### src/rtl/rv32_mem_access.sv
// rv32_mem_access: RV32 memory-access pipeline stage.
// Issues at most one bus transaction at a time for loads and stores, aligns
// store data onto byte lanes, extracts and extends load data, and registers
// the writeback record (valid, rd, rd_write, rd_value, misaligned).
// Ports:
//   clk, reset_n            clock, asynchronous active-low reset
//   stall_in                hazard-unit stall (ignored while a transfer waits)
//   valid_in .. rs2_value_in  execute-stage instruction record
//   bus_*_out / bus_*_in    simple ready-handshaked memory bus
//   stall_out               freeze request while a transfer waits
//   valid_out .. rd_value_out  registered writeback record
module rv32_mem_access (
    input  logic        clk,
    input  logic        reset_n,
    input  logic        stall_in,
    input  logic        valid_in,
    input  logic        mem_read_in,
    input  logic        mem_write_in,
    input  logic        mem_fence_in,
    input  logic        mem_zero_extend_in,
    input  logic        rd_write_in,
    input  logic [1:0]  mem_width_in,
    input  logic [4:0]  rd_in,
    input  logic [31:0] result_in,
    input  logic [31:0] rs2_value_in,
    output logic        bus_read_out,
    output logic        bus_write_out,
    output logic [31:0] bus_address_out,
    output logic [3:0]  bus_write_mask_out,
    output logic [31:0] bus_write_value_out,
    input  logic [31:0] bus_read_value_in,
    input  logic        bus_ready_in,
    output logic        stall_out,
    output logic        valid_out,
    output logic        rd_write_out,
    output logic        misaligned_out,
    output logic [4:0]  rd_out,
    output logic [31:0] rd_value_out
);

    localparam int unsigned XLEN  = 32;
    localparam int unsigned MASKW = 4;
    localparam int unsigned REGW  = 5;

    typedef enum logic {S_IDLE, S_WAIT} state_t;

    state_t             state;
    logic [XLEN-1:0]    lat_addr;
    logic [MASKW-1:0]   lat_mask;
    logic [XLEN-1:0]    lat_wdata;
    logic [1:0]         lat_width;
    logic               lat_zext;
    logic               lat_read;
    logic               lat_write;
    logic [REGW-1:0]    lat_rd;
    logic               lat_rd_write;

    logic access_c;
    logic misaligned_c;
    logic issue_c;

    // Byte enables for a store of the given width at the given byte lane.
    function automatic logic [MASKW-1:0] lane_mask(input logic [1:0] width, input logic [1:0] lane);
        case (width)
            2'd0:    lane_mask = MASKW'(4'b0001 << lane);
            2'd1:    lane_mask = lane[1] ? 4'b1100 : 4'b0011;
            default: lane_mask = 4'b1111;
        endcase
    endfunction

    // Store data replicated so every lane the mask may select carries it.
    function automatic logic [XLEN-1:0] lane_data(input logic [1:0] width, input logic [XLEN-1:0] data);
        case (width)
            2'd0:    lane_data = {4{data[7:0]}};
            2'd1:    lane_data = {2{data[15:0]}};
            default: lane_data = data;
        endcase
    endfunction

    // Pick the addressed lane out of the bus word and extend it.
    function automatic logic [XLEN-1:0] load_extract(input logic [1:0] width, input logic zext,
                                                     input logic [1:0] lane, input logic [XLEN-1:0] data);
        logic [XLEN-1:0] sh;
        sh = data >> {lane, 3'b000};
        case (width)
            2'd0:    load_extract = zext ? {24'b0, sh[7:0]}  : {{24{sh[7]}}, sh[7:0]};
            2'd1:    load_extract = zext ? {16'b0, sh[15:0]} : {{16{sh[15]}}, sh[15:0]};
            default: load_extract = data;
        endcase
    endfunction

    // Decode of the instruction currently presented by execute.
    always_comb begin
        access_c     = valid_in & ~mem_fence_in & (mem_read_in | mem_write_in);
        misaligned_c = access_c & (((mem_width_in == 2'd1) & result_in[0]) |
                                   (mem_width_in[1] & (result_in[1:0] != 2'b00)));
        issue_c      = (state == S_IDLE) & access_c & ~misaligned_c & ~stall_in;
    end

    // Bus request and stall: live inputs in IDLE, latched copies in WAIT.
    always_comb begin
        bus_read_out        = 1'b0;
        bus_write_out       = 1'b0;
        bus_address_out     = '0;
        bus_write_mask_out  = '0;
        bus_write_value_out = '0;
        stall_out           = 1'b0;
        if (reset_n) begin
            if (state == S_WAIT) begin
                bus_read_out    = lat_read;
                bus_write_out   = lat_write;
                bus_address_out = {lat_addr[XLEN-1:2], 2'b00};
                if (lat_write) begin
                    bus_write_mask_out  = lat_mask;
                    bus_write_value_out = lat_wdata;
                end
                stall_out = ~bus_ready_in;
            end else if (issue_c) begin
                bus_read_out    = mem_read_in;
                bus_write_out   = ~mem_read_in;
                bus_address_out = {result_in[XLEN-1:2], 2'b00};
                if (!mem_read_in) begin
                    bus_write_mask_out  = lane_mask(mem_width_in, result_in[1:0]);
                    bus_write_value_out = lane_data(mem_width_in, rs2_value_in);
                end
            end
        end
    end

    // State, request latches and writeback registers.
    always_ff @(posedge clk or negedge reset_n) begin
        if (!reset_n) begin
            state          <= S_IDLE;
            lat_addr       <= '0;
            lat_mask       <= '0;
            lat_wdata      <= '0;
            lat_width      <= '0;
            lat_zext       <= 1'b0;
            lat_read       <= 1'b0;
            lat_write      <= 1'b0;
            lat_rd         <= '0;
            lat_rd_write   <= 1'b0;
            valid_out      <= 1'b0;
            rd_write_out   <= 1'b0;
            misaligned_out <= 1'b0;
            rd_out         <= '0;
            rd_value_out   <= '0;
        end else begin
            case (state)
                S_IDLE: begin
                    if (!stall_in) begin
                        if (issue_c && !bus_ready_in) begin
                            // Writeback waits for the completing edge.
                            state        <= S_WAIT;
                            lat_addr     <= result_in;
                            lat_mask     <= lane_mask(mem_width_in, result_in[1:0]);
                            lat_wdata    <= lane_data(mem_width_in, rs2_value_in);
                            lat_width    <= mem_width_in;
                            lat_zext     <= mem_zero_extend_in;
                            lat_read     <= mem_read_in;
                            lat_write    <= ~mem_read_in;
                            lat_rd       <= rd_in;
                            lat_rd_write <= rd_write_in;
                        end else begin
                            valid_out      <= valid_in;
                            rd_out         <= rd_in;
                            rd_value_out   <= (issue_c && mem_read_in)
                                              ? load_extract(mem_width_in, mem_zero_extend_in,
                                                             result_in[1:0], bus_read_value_in)
                                              : result_in;
                            rd_write_out   <= rd_write_in & ~misaligned_c;
                            misaligned_out <= misaligned_c;
                        end
                    end
                end
                S_WAIT: begin
                    if (bus_ready_in) begin
                        state          <= S_IDLE;
                        valid_out      <= 1'b1;
                        rd_out         <= lat_rd;
                        rd_value_out   <= lat_read
                                          ? load_extract(lat_width, lat_zext, lat_addr[1:0], bus_read_value_in)
                                          : lat_addr;
                        rd_write_out   <= lat_rd_write;
                        misaligned_out <= 1'b0;
                    end
                end
                default: state <= S_IDLE;
            endcase
        end
    end

endmodule

### config.mk
export PLATFORM = sky130hd
export DESIGN_NAME = rv32_mem_access
export DESIGN_NICKNAME = d
export VERILOG_FILES = /design/src/rtl/rv32_mem_access.sv
export SDC_FILE = /design/constraint.sdc
export NUM_CORES = 1
export LEC_CHECK = 0
export CAP_MARGIN = 5
export CORE_ASPECT_RATIO = 1.4
export CORE_UTILIZATION = 45
export CTS_BUF_LIST = sky130_fd_sc_hd__clkbuf_8
export DETAILED_ROUTE_END_ITERATION = 8
export HOLD_SLACK_MARGIN = 0.15
export PLACE_DENSITY = 0.72
export SLEW_MARGIN = 20
export SYNTH_ARGS = -nofsm -noshare
export SYNTH_HDL_FRONTEND = slang
export SYNTH_SLANG_ARGS = --single-unit
export TNS_END_PERCENT = 1
### constraint.sdc
create_clock -name clk -period 3.1 [get_ports clk]
set_input_delay 0.465 -clock clk [delete_from_list [all_inputs] [get_ports clk]]
set_output_delay 0.465 -clock clk [all_outputs]
set_load 0.02 [all_outputs]
==> key figures <==
Logic synthesis
  • Xor and xnor area share after synthesis: 0
  • Mux share of post-synthesis cell area: 0.0922
  • Syn Std Cell Area: 8320 um2
  • Register area share after synthesis: 0.361
  • Post-synthesis compound-gate area fraction: 0.255
  • Synth Flop Type: dfrtp_1
  • Adder-cell share of the synthesized area: 0
  • Main combinational cell family by area after synthesis: compound AO/OA/AOI/OAI gates
  • Post-synth cell types: 60
  • Synth area leader: dfrtp_1
  • Synth top area share: 0.361
  • Syn Inst Count: 1031
  • Syn avg cell area: 8.07 um2
  • Ys Warns: 0
  • FF+latch count, synth: 120
  • Synth Area in Simple Gates: 0.236
  • Async SR Flop Fraction: 1.00
  • Number of enable flip-flop cells after synthesis: 0
  • Ranking of synthesized cells by area: dfrtp_1, nand2_1, mux2i_1, o21ai_0, a22oi_1

Timing
  • Worst slew pin tran: 0.763 ns
  • Setup Skew: 0.00996 ns
  • Tmin final: 2.95 ns
  • Final slew viol count: 0
  • RSZ-0062 raised after global routing: false
  • Final period utilization: 0.952
  • Relative slew slack: 0.492
  • Fmax: 339 MHz
  • Final Hold Fails: 0
  • Final setup fails: 0
  • Setup TNS: 0 ns

Clocking
  • Clk buf depth: 2
  • Skew-Pair Late Insertion Delay: 0.45 ns
  • H-tree Lvls: 4
  • Clock Pin Slew Worst Setup and Hold Paths: 0.08 ns
  • Clock root buffer: clkbuf_8
  • CTS tree: built
  • # clock sinks: 120
  • Cts bufs inserted: 17

Placed design
  • RD Place Congestion: 0.928
  • Post-DP HPWL: 20000 um
  • IO buf count: 221

Power
  • Maximum vdd drop: 0.238 mV
  • Sequential power share: 0.422
  • Internal power: 3320 uW
  • Clock share of power: 0.274
  • Switching Fraction: 0.348
  • Power density over cell area: 453 nW/um2
  • Lkg Pwr: 0.00496 uW
  • Combinational share of power: 0.304
  • Power Total: 5100 uW
  • Sw Pwr: 1780 uW

Hold path
  • Worst min path class: input port to asynchronous set/reset pin

GRT
  • Largest net degree at the start of global routing: 77
  • Grt total ovfl: 0
  • Global-route usage over all layers: 0.305
  • Vias in the first global route: 8134
  • Initial antenna violation count: 0
  • Global-route wire length before repair: 44100 um

Critical path
  • Crit-path cells: clkdlybuf4s50_1 -> a21o_1 -> a211oi_4 -> and2_1 -> buf_12 -> a22oi_1 -> nor2b_1 -> dlygate4sd2_1
  • Critical Path Fanout Max: 21
  • Crit Path Category: input port to output pin
  • Worst EP arrival: 2.49 ns
  • Slowest CP cell: clkdlybuf4s50_1
  • Largest stage delay, worst path: 0.44 ns
  • R2r worst-path depth: 7
  • Worst setup EP type: output pin
  • Startpoint types: input port
  • Worst EP required: 2.63 ns

Drt
  • Post-DRT Antenna Nets: 0
  • Post-Route WL: 28400 um
  • Via-to-Cell Ratio: 5.76
  • Drt first-iter violations: 675
  • DRT Pass-1 Iters: 8
  • Vias: 8550
  • DR WL/cell: 19.1 um
  • DRC viols: 0

Layout
  • Most frequent cells in the layout: nand2_1, clkdlybuf4s50_1, dfrtp_1
  • Fill cell count: 1697
  • Final Core Density: 0.627
  • Ant diodes: 0
  • Synth-to-Final Area Change: 35.6%
  • Layout cell share with drive strength beyond 1: 0.105
  • Final nets: 1345
  • Commonest non-fill, non-tap cell in the layout: nand2_1

Floorplan
  • Starting Density: 0.462
  • Rows: 58
  • Die Width: 117 um
  • Ports: 224
  • Chip height: 163 um
  • Die area: 19000 um2
  • Core ar.: 18000 um2

Job
  • Max Cap Violations: 0

Outcome
  • Status: completed
==> layout make-up <==
type,count,area (um2),area share
clock buffers,22,303,0.0268
repair buffers,274,2660,0.236
clock inverters,10,92.6,0.00821
inverters,12,45.0,0.00399
well taps,240,300,0.0266
multi-input cells,807,4870,0.432
flip-flops and latches,120,3000,0.266
==> power groups by stage <==
stage	logic, uW	clock network (uW)	registers (uW)
finish	1550	1400	2150
CTS	1550	1430	2150
detailed placement	1550	0	2180
global placement	1520	0	2170
floorplan	877	0	2140
global route	1690	1500	2190
==> worst paths after layout <==
check,slack [ns],from,to
max in group asynchronous,1.83,reset_n,lat_addr[17]
min,0.45,reset_n,lat_mask[1]
max,0.15,result_in[0],bus_address_out[30]
max reg2reg,0.87,state,rd_value_out[30]
min in group clk,0.48,lat_write,lat_write
min reg2reg,0.48,lat_write,lat_write
==> cell families after synthesis <==
kind of cell | count (synthesis)
mux | 75
buf+inv | 105
simple gates | 437
flops | 120
compound gates | 293
other cells | 1
==> through the flow <==
| step | hold WS (ns) | cell area [um2] | setup slack, ns | cells |
|---|---|---|---|---|
| final | 0.446 | 11300 | 0.149 | 1485 |
| after detailed placement | 0.355 | 11000 | -0.164 | 1452 |
| after global placement | 0.349 | 11000 | -0.152 | 1452 |
| after CTS | 0.431 | 11300 | 0.0483 | 1485 |
| after global routing | 0.439 | 11300 | 0.00794 | 1485 |
| after floorplan | 0.169 | 8320 | 0.574 | 1032 |
==> Yosys cell counts, drive strengths merged (7+ instances only) <==
master and number:
o2bb2ai 7, a31o 16, a2bb2oi 7, or3 7, o221ai 25, mux2i 71, o211ai 10, nor2b 50
a221oi 14, nor2 49, buf 31, nand2 262, clkbuf 62, o21ai 98, nand2b 8, o21bai 17
a22oi 46, a21oi 19, inv 12, and2 46, dfrtp 120
==> what timing repair did <==
action / CTS / global route
gates resized for setup: 67 / 3
buffers inserted: 0 / 0
endpoints found under the hold margin: 13 / 0
endpoints found under the setup margin: 66 / 2
hold buffers: 1 / 0
==> flip-flops by register name, indices dropped and copies added (netlist names) <==
signal / flops
valid_out: 1
lat_read: 1
misaligned_out: 1
lat_width: 2
lat_rd_write: 1
lat_addr: 32
rd_value_out: 32
lat_wdata: 32
lat_mask: 4
rd_out: 5
lat_rd: 5
rd_write_out: 1
state: 1
lat_zext: 1
lat_write: 1
==> worst max-delay path: cells and delay by family <==
kind | cells | cell delay [ns]
and+or+nand+nor | 2 | 0.40
buffers and inverters | 3 | 0.99
AOI/OAI and AO/OA | 3 | 0.64
==> layer usage <==
metal | global-route usage | vias to the layer above | part of all wire
met3 | 0.0703 | 66 | 0.072
met1 | 0.373 | 4097 | 0.40
met2 | 0.494 | 360 | 0.48
li1 | - | 4027 | -
met4 | 0.158 | 0 | 0.043
met5 | 0 | - | 0
Power figures use the tool's default switching activity.
